### src/rtl/fir_sample_feeder_pkg.sv
// Shared definitions for the FIR sample feeder and its neighbours.
// Holds the feeder FSM encoding and the sample width common with the FIR MAC.
package fir_sample_feeder_pkg;

  localparam int FIR_SAMPLE_SIZE = 6;

  typedef enum logic [1:0] {
    IDLE   = 2'd0,
    PRIME  = 2'd1,
    STREAM = 2'd2
  } feeder_state_t;

endpackage

### src/rtl/fir_feeder_fifo.sv
// Synchronous FIFO for the sample feeder; head is visible combinationally, count/full/empty registered.
// Push into full and pop from empty are ignored; a same-cycle push+pop keeps the count steady.
module fir_feeder_fifo
  import fir_sample_feeder_pkg::*;
#(
  parameter int Sample_size = FIR_SAMPLE_SIZE,
  parameter int FIFO_depth  = 8,
  parameter int addr_size   = 3
) (
  input  logic                   clock,
  input  logic                   reset,
  input  logic                   push,
  input  logic [Sample_size-1:0] push_data,
  input  logic                   pop,
  output logic [Sample_size-1:0] head,
  output logic [addr_size:0]     count,
  output logic                   full,
  output logic                   empty
);

  localparam logic [addr_size:0] DEPTH = (addr_size + 1)'(FIFO_depth);

  logic [Sample_size-1:0] mem [FIFO_depth];
  logic [addr_size-1:0]   wr_ptr;
  logic [addr_size-1:0]   rd_ptr;
  logic                   do_push;
  logic                   do_pop;

  assign full    = (count == DEPTH);
  assign empty   = (count == '0);
  assign do_push = push && !full;
  assign do_pop  = pop && !empty;
  assign head    = mem[rd_ptr];

  // Depth is a power of two, so pointers wrap by natural overflow.
  always_ff @(posedge clock) begin
    if (reset) begin
      wr_ptr <= '0;
      rd_ptr <= '0;
      count  <= '0;
    end else begin
      if (do_push) wr_ptr <= wr_ptr + 1'b1;
      if (do_pop)  rd_ptr <= rd_ptr + 1'b1;
      case ({do_push, do_pop})
        2'b10:   count <= count + 1'b1;
        2'b01:   count <= count - 1'b1;
        default: count <= count;
      endcase
    end
  end

  always_ff @(posedge clock) begin
    if (do_push) mem[wr_ptr] <= push_data;
  end

endmodule

### src/rtl/fir_sample_feeder.sv
// Buffers upstream samples and presents one to the FIR per programmable strobe, zero-stuffing on underrun.
// Strobe period is rate_div+1 cycles; upstream is held off only while the FIFO is full.
module fir_sample_feeder
  import fir_sample_feeder_pkg::*;
#(
  parameter int Sample_size = FIR_SAMPLE_SIZE,
  parameter int FIFO_depth  = 8,
  parameter int addr_size   = 3,
  parameter int Prime_level = 4,
  parameter int div_size    = 4
) (
  input  logic                   clock,
  input  logic                   reset,
  input  logic [Sample_size-1:0] in_data,
  input  logic                   in_valid,
  output logic                   in_ready,
  input  logic                   run,
  input  logic [div_size-1:0]    rate_div,
  output logic [Sample_size-1:0] Sample_out,
  output logic                   sample_strobe,
  output logic                   underrun,
  output logic [addr_size:0]     fifo_count
);

  localparam logic [addr_size:0] PRIME_CNT = (addr_size + 1)'(Prime_level);

  feeder_state_t          state;
  logic [div_size-1:0]    div_reg;
  logic [div_size-1:0]    div_cnt;
  logic [Sample_size-1:0] head;
  logic                   full;
  logic                   empty;
  logic                   strobe_due;
  logic                   push;
  logic                   pop;

  // Dropping run suppresses a strobe that would land on the same edge.
  assign strobe_due = (state == STREAM) && run && (div_cnt == div_reg);
  assign in_ready   = !full;
  assign push       = in_valid && in_ready;
  assign pop        = strobe_due && !empty;

  fir_feeder_fifo #(
    .Sample_size (Sample_size),
    .FIFO_depth  (FIFO_depth),
    .addr_size   (addr_size)
  ) u_fifo (
    .clock     (clock),
    .reset     (reset),
    .push      (push),
    .push_data (in_data),
    .pop       (pop),
    .head      (head),
    .count     (fifo_count),
    .full      (full),
    .empty     (empty)
  );

  always_ff @(posedge clock) begin
    if (reset) begin
      state         <= IDLE;
      div_reg       <= '0;
      div_cnt       <= '0;
      Sample_out    <= '0;
      sample_strobe <= 1'b0;
      underrun      <= 1'b0;
    end else begin
      sample_strobe <= 1'b0;
      case (state)
        IDLE: begin
          if (run) begin
            state    <= PRIME;
            div_reg  <= rate_div;
            underrun <= 1'b0;
          end
        end
        PRIME: begin
          if (!run) begin
            state <= IDLE;
          end else if (fifo_count >= PRIME_CNT) begin
            state   <= STREAM;
            div_cnt <= '0;
          end
        end
        STREAM: begin
          if (!run) begin
            state <= IDLE;
          end else if (strobe_due) begin
            div_cnt       <= '0;
            sample_strobe <= 1'b1;
            // An empty FIFO still strobes with zero so the FIR cadence never slips.
            Sample_out    <= empty ? '0 : head;
            if (empty) underrun <= 1'b1;
          end else begin
            div_cnt <= div_cnt + 1'b1;
          end
        end
        default: state <= IDLE;
      endcase
    end
  end

endmodule

### config.mk
export PLATFORM = sky130hd
export DESIGN_NAME = fir_sample_feeder
export DESIGN_NICKNAME = d
export VERILOG_FILES = /design/src/rtl/fir_sample_feeder_pkg.sv /design/src/rtl/fir_feeder_fifo.sv /design/src/rtl/fir_sample_feeder.sv
export SDC_FILE = /design/constraint.sdc
export NUM_CORES = 1
export LEC_CHECK = 0
export BUFFER_PORTS_ARGS = -buffer_cell sky130_fd_sc_hd__buf_2
export CAP_MARGIN = 10
export CORE_UTILIZATION = 25
export DETAILED_ROUTE_END_ITERATION = 10
export PLACE_DENSITY = 0.4
export SYNTH_ARGS = -nofsm -noshare
export SYNTH_HDL_FRONTEND = slang
export SYNTH_SLANG_ARGS = --single-unit
export TNS_END_PERCENT = 20
### constraint.sdc
create_clock -name clock -period 2.5 [get_ports clock]
set_clock_uncertainty 0.05 [all_clocks]
set_input_delay 0 -clock clock [delete_from_list [all_inputs] [get_ports clock]]
set_output_delay 0 -clock clock [all_outputs]
set_load 0.02 [all_outputs]
==> flow_metrics.env, run 1 <==
export IMPL_outcome="complete, no violations"
export IMPL_max_clock_freq_mhz=424
export IMPL_syn_to_final_growth_pct=25.7
export IMPL_ctsRootBufferMaster="clkbuf_16"
export IMPL_startpoint_type="register"
export IMPL_fp_dieH_um=117
export IMPL_finalInstanceArea_um2=4160
export IMPL_swShare_pct=21.9
export IMPL_top_regs="u_fifo.mem: 48 flops, Sample_out: 6 flops"
export IMPL_nets=304
export IMPL_hold_path_class="in2reg"
export IMPL_viasPerCell=4.24
export IMPL_global_route_usage_total_pct=11.2
export IMPL_worst_pin_slew_ns=0.690
export IMPL_ant_nets=0
export IMPL_grt_start_max_net_pins=30
export IMPL_power_mw=2.79
export IMPL_synth_edf_count=48
export IMPL_power_internal_mw=2.18
export IMPL_slew_headroom_pct=53.9
export IMPL_largest_reg_flops=48
export IMPL_synth_top_area_cell="edfxtp_1"
export IMPL_finalMaxSlewViolations=0
export IMPL_numCtsBuffers=9
export IMPL_via_count=1955
export IMPL_io_buffer_count=26
export IMPL_holdWs_ns=0.0776
export IMPL_syn_area_per_cell_um2=14.5
export IMPL_synth_common_cells="48 x edfxtp_1, 31 x dfxtp_1, 21 x nor2_1, 12 x mux2i_1, 12 x mux4_2"
export IMPL_r2r_start="u_fifo.count[0]"
export IMPL_boundaryPins=27
export IMPL_rsz0062_at_grt="false"
export IMPL_synthArstFlopShare_pct=0
export IMPL_hold_path_depth=2
export IMPL_cts_tree="yes"
export IMPL_layout_drive_gt1_share_pct=30.8
export IMPL_dr_pass1_iters=4
export IMPL_finish_utilization_pct=32.5
export IMPL_cp_max_fo=7
export IMPL_clkPwrFrac_pct=43.3
export IMPL_startpoint="u_fifo.count[0]"
export IMPL_yosysSeqAreaShare_pct=62.4
export IMPL_initial_core_util_pct=25.9
export IMPL_post_route_drc_count=0
export IMPL_grt_pass1_vias=1983
export IMPL_cts_sinks=79
export IMPL_ir_drop_v=0.000306
export IMPL_yosys_top_cells_area="edfxtp_1 44%, dfxtp_1 19%, mux4_2 8.2%"
export IMPL_routedWlPerCell_um=14.7
export IMPL_drtIter0Drc=164
export IMPL_synth_most_common_cell="edfxtp_1"
export IMPL_r2r_cells=9
export IMPL_grt_antenna_before_repair=0
export IMPL_arrival_ns=2.58
export IMPL_cts_max_level=3
export IMPL_ctsResizeCount=0
export IMPL_seq_area_um2=2060
export IMPL_fin_crit_sh_pct=94.4
export IMPL_overflow=0
export IMPL_synthCells=228
export IMPL_p_per_area_nw_per_um2=671
export IMPL_clockBufferDepth=2
export IMPL_syn_cell_area_um2=3310
export IMPL_die_area_um2=13700
export IMPL_post_cts_buffers=0
export IMPL_multi_input_area_um2=1190
export IMPL_syn_nets=248
export IMPL_place_area_um2=3760
export IMPL_hold_viol=0
export IMPL_synth_ff_type="edfxtp_1"
export IMPL_setup_violations=0
export IMPL_nFillCells=1276
export IMPL_final_setup_tns_ns=0
export IMPL_cp_end_kind="register"
export IMPL_synth_seq_cells=79
export IMPL_synth_distinct_cells=42
export IMPL_comb_power_share_pct=5.7
export IMPL_routed_wl_um=6780
export IMPL_clk_latency_ns=0.33
export IMPL_top_register="u_fifo.mem"
export IMPL_coreArea_um2=12800
export IMPL_die_x_um=117
export IMPL_fin_crit_ns=2.36
export IMPL_gp_congestion=0.714
export IMPL_yosysWarningCount=0
export IMPL_cap_violations=0
export IMPL_crit_required_ns=2.72
export IMPL_synth_top_area_share_pct=43.6
export IMPL_seqPwrFrac_pct=51.0
export IMPL_worstSetupPathType="reg2reg"
export IMPL_grt_pass1_wl_um=10800
export IMPL_dpl_hpwl_um=4630
export IMPL_clkTransAtPathRegs_ns=0.06
export IMPL_n_antenna_cell=0
export IMPL_rows=41
export IMPL_p_sw_mw=0.611
export IMPL_hp_start="reset"
export IMPL_p_leak_nw=1.47
path summary, 6_finish.rpt:
| path | slack [ns] | endpoint |
|---|---|---|
| min reg2reg | 0.42 | Sample_out[0] |
| max reg2reg | 0.14 | u_fifo.count[2] |
| min | 0.08 | u_fifo.count[0] |
| max | 0.14 | u_fifo.count[2] |
area by class of cell:
type                       instances  area share, %
sequential                        79           49.6
clock inverter                     5          0.813
clock buffer                      11           5.84
timing repair buffer              59           9.81
inverter                           2          0.181
tap                              172           5.18
multi-input combinational        133           28.6
power groups by stage:
stage | Combinational (mW) | Clock [mW] | Sequential (mW)
detailed placement | 0.147 | 0 | 1.45
global placement | 0.148 | 0 | 1.45
CTS | 0.162 | 1.26 | 1.42
finish | 0.158 | 1.21 | 1.42
global route | 0.177 | 1.31 | 1.42
floorplan | 0.0863 | 0 | 1.45
worst max-delay path, stage by stage (launching register included):
cell     delay [ns]
dfxtp_1        0.38
or4b_1         0.59
nand2_2        0.15
ha_4           0.18
xor2_1         0.16
ha_1           0.16
a21oi_1        0.04
xor2_1         0.14
or3_1          0.31
a21oi_1        0.13
routing by layer:
layer  vias to the layer above  part of all wire (%)  track usage, %
li1                        981                     -               -
met1                       936                    48            13.6
met2                        32                    47            18.3
met3                         6                   3.5            4.02
met4                         0                   1.4            4.30
met5                         -                     0               0
repair_timing:
action / 4_1_cts / 5_1_grt
endpoints found under the hold margin: 58 / 0
setup endpoints to repair: 0 / 1
hold buffers: 12 / 0
cell usage in the layout (no fill, tap or decap), types with 2 or more instances in the layout:
cell,synthesis,final
ha_1,6,5
o21ai_0,3,3
mux2_2,2,2
buf_2,6,26
inv_1,2,2
clkinv_2,0,2
mux2i_1,12,12
a21oi_1,7,7
nor2b_1,7,7
xor2_1,6,6
mux2_1,2,2
nor3b_1,3,3
nor2_1,21,21
xnor2_1,2,2
nand2b_1,4,4
mux4_2,12,12
nand2_1,8,7
o2111ai_1,6,6
dfxtp_1,31,31
o2bb2ai_2,6,6
clkbuf_16,0,9
nor3_1,4,4
a31oi_1,2,2
edfxtp_1,48,48
nand3_1,4,4
buf_4,1,21
dlygate4sd3_1,0,12
clkinvlp_4,0,2
per-stage QoR:
step | setup slack [ns] | instances
detailed placement | 0.136 | 433
global route | 0.00288 | 461
global placement | 0.178 | 433
finish | 0.141 | 461
floorplan | 0.00357 | 228
CTS | 0.118 | 461
logic make-up after synthesis:
kind of cell               Yosys count  share of synthesized area, %
and+or+nand+nor                     62                          10.4
xor gates and xnor gates             8                          2.12
AOI/OAI and AO/OA                   29                          7.53
adders and majority gates            6                          2.27
buffers and inverters               16                          2.16
muxes                               28                          13.2
DFF                                 79                          62.4
Note: power is estimated with default switching activity, not from simulation.
==> inputs of run 2 (changes only) <==
--- a/config.mk
+++ b/config.mk
@@ -5,12 +5,12 @@
 export SDC_FILE = /design/constraint.sdc
 export NUM_CORES = 1
 export LEC_CHECK = 0
-export BUFFER_PORTS_ARGS = -buffer_cell sky130_fd_sc_hd__buf_2
 export CAP_MARGIN = 10
 export CORE_UTILIZATION = 25
 export DETAILED_ROUTE_END_ITERATION = 10
-export PLACE_DENSITY = 0.4
+export DONT_BUFFER_PORTS = 1
+export PLACE_DENSITY = 0.39
 export SYNTH_ARGS = -nofsm -noshare
 export SYNTH_HDL_FRONTEND = slang
 export SYNTH_SLANG_ARGS = --single-unit
-export TNS_END_PERCENT = 20
+export TNS_END_PERCENT = 10
==> flow_metrics.env, run 2 (synthesis results as in run 1) <==
export IMPL_viasPerCell=4.40
export IMPL_die_area_um2=13700
export IMPL_hp_start="reset"
export IMPL_layout_common_cells="48 x edfxtp_1, 31 x dfxtp_1, 21 x nor2_1, 15 x buf_4, 14 x dlygate4sd3_1"
export IMPL_min_to="Sample_out[1]"
export IMPL_cp_max_fo=6
export IMPL_die_x_um=117
export IMPL_final_setup_tns_ns=0
export IMPL_via_count=1897
export IMPL_n_antenna_cell=0
export IMPL_largest_reg_flops=48
export IMPL_multi_input_area_um2=1190
export IMPL_grt_start_max_net_pins=28
export IMPL_worst_pin_slew_ns=1.02
export IMPL_dr_pass1_iters=4
export IMPL_setup_violations=0
export IMPL_nFillCells=1283
export IMPL_ant_nets=0
export IMPL_drtIter0Drc=100
export IMPL_cts_max_level=3
export IMPL_slew_headroom_pct=31.6
export IMPL_r2r_setup_slack_ns=0.15
export IMPL_crit_required_ns=2.70
export IMPL_routedWlPerCell_um=16.5
export IMPL_coreArea_um2=12800
export IMPL_finalMaxSlewViolations=0
export IMPL_power_mw=2.88
export IMPL_post_route_drc_count=0
export IMPL_cp_end_kind="register"
export IMPL_hold_buffers=14
export IMPL_grt_antenna_before_repair=0
export IMPL_outcome="complete, no violations"
export IMPL_clk_latency_ns=0.34
export IMPL_seq_area_um2=2060
export IMPL_top_regs="u_fifo.mem: 48 flops, Sample_out: 6 flops"
export IMPL_reg2reg_to="u_fifo.count[2]"
export IMPL_startpoint_type="register"
export IMPL_ir_drop_v=0.000256
export IMPL_grt_pass1_wl_um=11000
export IMPL_power_internal_mw=2.25
export IMPL_io_buffer_count=0
export IMPL_ctsResizeCount=0
export IMPL_layout_commonest_cell="edfxtp_1"
export IMPL_swShare_pct=22.0
export IMPL_p_per_area_nw_per_um2=717
export IMPL_max_clock_freq_mhz=425
export IMPL_fin_crit_ns=2.35
export IMPL_cap_violations=0
export IMPL_top_register="u_fifo.mem"
export IMPL_nets=274
export IMPL_p_sw_mw=0.635
export IMPL_worstSetupPathType="reg2reg"
export IMPL_routed_wl_um=7110
export IMPL_boundaryPins=27
export IMPL_comb_power_share_pct=5.3
export IMPL_overflow=0
export IMPL_ctsRootBufferMaster="clkbuf_16"
export IMPL_numCtsBuffers=9
export IMPL_rows=41
export IMPL_dpl_hpwl_um=4560
export IMPL_r2r_cells=9
export IMPL_hold_path_class="in2reg"
export IMPL_hold_path_depth=2
export IMPL_arrival_ns=2.56
export IMPL_r2r_start="u_fifo.count[0]"
export IMPL_cts_sinks=79
export IMPL_gp_congestion=0.689
export IMPL_layout_drive_gt1_share_pct=21.6
export IMPL_seqPwrFrac_pct=49.3
export IMPL_fp_dieH_um=117
export IMPL_clkTransAtPathRegs_ns=0.06
export IMPL_p_leak_nw=1.34
export IMPL_initial_core_util_pct=25.9
export IMPL_fin_crit_sh_pct=94.1
export IMPL_grt_pass1_vias=1863
export IMPL_hold_viol=0
export IMPL_post_cts_buffers=0
export IMPL_syn_to_final_growth_pct=21.6
export IMPL_global_route_usage_total_pct=11.6
export IMPL_clockBufferDepth=2
export IMPL_rsz0062_at_grt="false"
export IMPL_cts_tree="yes"
export IMPL_clkPwrFrac_pct=45.4
[run 2: cell count changes in the layout (fill, tap and decap cells not counted)]
cell,delta
buf_2,-26
buf_4,-6
dlygate4sd3_1,+2
inv_6,+1
clkbuf_1,-1
clkbuf_8,-1
bufinv_16,+1
clkinv_2,-2
clkinv_1,+2
[run 2: final cells by class]
cell class              count  share of cell area [%]
flip-flops and latches     79                    51.3
inverters                   2                   0.187
clock buffers               9                    5.60
clock inverters             7                    1.74
repair buffers             29                    6.29
well taps                 172                    5.35
multi-input cells         133                    29.5
[run 2: power by group through the flow]
stage	combinational (mW)	clock (mW)	sequential, mW
final	0.152	1.31	1.42
after detailed placement	0.118	0	1.45
after floorplan	0.0863	0	1.45
after CTS	0.156	1.35	1.42
after global routing	0.169	1.40	1.42
after global placement	0.119	0	1.45
[run 2: stage by stage]
stage	setup slack (ns)	hold slack, ns	instances	instance area, µm²	util [%]
final	0.147	0.0298	431	4020	31.5
after global routing	0.00790	0.0222	431	4020	31.5
after CTS	0.132	0.0265	431	4020	31.5
after detailed placement	0.169	0.0227	401	3580	28.1
after global placement	0.207	0.0230	401	3580	28.1
after floorplan	0.00357	0.0489	228	3330	-
[run 2: how the worst max path moves through the flow]
stage	startpoint	endpoint	slack (ns)	depth (start not counted)
after CTS	u_fifo.count[0]	u_fifo.count[2]	0.13	9
after detailed placement	u_fifo.count[0]	u_fifo.count[2]	0.17	9
after global placement	u_fifo.count[0]	u_fifo.count[3]	0.21	8
after global routing	u_fifo.count[3]	u_fifo.count[2]	0.008	9
final	u_fifo.count[0]	u_fifo.count[2]	0.15	9
after floorplan	u_fifo.count[1]	u_fifo.count[2]	0.004	11
[run 2: per-layer routing]
layer / wire length, µm / track usage [%] / up-vias / share of wire (%)
met5: 0 / 0 / - / 0
met4: 145 / 6.84 / 0 / 2.0
met3: 253 / 2.99 / 9 / 3.6
met2: 3090 / 15.9 / 28 / 43
met1: 3620 / 16.5 / 933 / 51
li1: - / - / 927 / -
[run 2: worst max-delay path, cell delays in order (launching register included)]
cell     delay (ns)
dfxtp_1        0.36
or4b_1         0.58
nand2_2        0.16
ha_4           0.17
xor2_1         0.16
ha_1           0.16
a21oi_1        0.05
xor2_1         0.14
or3_1          0.30
a21oi_1        0.14
==> inputs of run 3 (changes only) <==
--- a/config.mk
+++ b/config.mk
@@ -6,6 +6,7 @@
 export NUM_CORES = 1
 export LEC_CHECK = 0
 export CAP_MARGIN = 10
+export CORE_ASPECT_RATIO = 1.1
 export CORE_UTILIZATION = 25
 export DETAILED_ROUTE_END_ITERATION = 10
 export DONT_BUFFER_PORTS = 1
==> flow_metrics.env, run 3 (synthesis results as in run 1) <==
export IMPL_place_area_um2=3560
export IMPL_fin_crit_ns=2.30
export IMPL_via_count=1891
export IMPL_max_clock_freq_mhz=434
export IMPL_reg2reg_to="u_fifo.count[2]"
export IMPL_dp_slack_ns=0.219
export IMPL_clk_latency_ns=0.33
export IMPL_post_cts_buffers=0
export IMPL_ctsRootBufferMaster="clkbuf_16"
export IMPL_largest_reg_flops=48
export IMPL_grt_pass1_vias=1969
export IMPL_nets=273
export IMPL_hold_path_class="in2reg"
export IMPL_die_area_um2=13700
export IMPL_startpoint_type="register"
export IMPL_p_per_area_nw_per_um2=747
export IMPL_n_antenna_cell=0
export IMPL_startpoint="u_fifo.count[0]"
export IMPL_grt_antenna_before_repair=0
export IMPL_power_mw=3.01
export IMPL_top_regs="u_fifo.mem: 48 flops, Sample_out: 6 flops"
export IMPL_finish_utilization_pct=31.6
export IMPL_clkTransAtPathRegs_ns=0.06
export IMPL_r2r_start="u_fifo.count[0]"
export IMPL_syn_to_final_growth_pct=22.0
export IMPL_cts_tree="yes"
export IMPL_finalInstanceArea_um2=4030
export IMPL_dpl_hpwl_um=4560
export IMPL_nFillCells=1279
export IMPL_r2r_cells=9
export IMPL_cap_violations=0
export IMPL_layout_commonest_cell="edfxtp_1"
export IMPL_hold_buffers=14
export IMPL_boundaryPins=27
export IMPL_layout_drive_gt1_share_pct=21.7
export IMPL_grt_pass1_wl_um=11000
export IMPL_dr_pass1_iters=7
export IMPL_routed_wl_um=6930
export IMPL_ctsResizeCount=0
export IMPL_endpoint="u_fifo.count[2]"
export IMPL_worst_pin_slew_ns=1.03
export IMPL_violations="DRC"
export IMPL_arrival_ns=2.50
export IMPL_fp_dieH_um=123
export IMPL_top_register="u_fifo.mem"
export IMPL_coreArea_um2=12800
export IMPL_post_route_drc_count=4
export IMPL_rsz0062_at_grt="false"
export IMPL_cp_max_fo=5
export IMPL_finalMaxSlewViolations=0
export IMPL_drtIter0Drc=54
export IMPL_setup_violations=0
export IMPL_rows=43
export IMPL_gp_congestion=0.734
export IMPL_outcome="finished with violations"
export IMPL_crit_required_ns=2.70
export IMPL_r2r_setup_slack_ns=0.20
export IMPL_layout_common_cells="48 x edfxtp_1, 31 x dfxtp_1, 21 x nor2_1, 14 x dlygate4sd3_1, 14 x buf_4"
export IMPL_cts_max_level=3
export IMPL_cts_sinks=79
export IMPL_global_route_usage_total_pct=11.0
export IMPL_hold_viol=0
export IMPL_initial_core_util_pct=25.9
export IMPL_grt_start_max_net_pins=29
export IMPL_final_setup_tns_ns=0
export IMPL_ir_drop_v=0.000307
export IMPL_cp_end_kind="register"
export IMPL_numCtsBuffers=9
export IMPL_routedWlPerCell_um=16.7
export IMPL_slew_headroom_pct=31.3
export IMPL_ant_nets=0
export IMPL_overflow=0
export IMPL_clockBufferDepth=2
export IMPL_die_x_um=112
export IMPL_viasPerCell=4.56
export IMPL_fin_crit_sh_pct=92.1
export IMPL_final_setup_worst_slack_ns=0.198
export IMPL_p_leak_nw=1.35
export IMPL_worstSetupPathType="reg2reg"
export IMPL_io_buffer_count=0
## run 3: area by class of cell
class	instances	area [µm²]	share of cell area, %
sequential	79	2060	51.1
tap	157	196	4.87
clock inverter	4	76.3	1.89
inverter	2	7.51	0.186
clock buffer	12	256	6.36
timing repair buffer	28	245	6.08
multi-input combinational	133	1190	29.5
## run 3: power breakdown
group | internal, mW | switching [mW]
Sequential | 1.41 | 0.0133
Clock | 0.933 | 0.506
Combinational | 0.0663 | 0.0863
## run 3: routing by layer
metal	vias to the layer above	track usage [%]	wire, µm
met5	-	0	0
met4	0	3.80	61
met3	5	3.80	263
met2	28	19.5	3640
met1	941	12.2	2960
li1	917	-	-
## run 3: metrics by stage
| stage | hold slack (ns) | std cells |
|---|---|---|
| detailed placement | 0.0248 | 385 |
| finish | 0.0866 | 415 |
| CTS | 0.0833 | 415 |
| global route | 0.0960 | 415 |
| global placement | 0.0234 | 385 |
| floorplan | 0.0489 | 228 |
## run 3: critical path, cell delays in order, from the launching register on
cell     delay, ns
dfxtp_1       0.33
or4b_1        0.56
nand2_2       0.16
ha_4          0.17
xor2_1        0.15
ha_1          0.16
a21oi_1       0.05
xor2_1        0.14
or3_1         0.30
a21oi_1       0.14
## run 3: worst min path at each step
| stage | startpoint | end | slack (ns) | cells after the start |
|---|---|---|---|---|
| 5_1_grt | run | sample_strobe | 0.1 | 3 |
| 4_1_cts | run | sample_strobe | 0.08 | 3 |
| 3_5_place_dp | reset | u_fifo.wr_ptr[1] | 0.02 | 1 |
| 2_1_floorplan | in_data[0] | u_fifo.mem[0][0] | 0.05 | 0 |
| 3_3_place_gp | reset | div_cnt[2] | 0.02 | 1 |
| 6_report | run | sample_strobe | 0.09 | 3 |
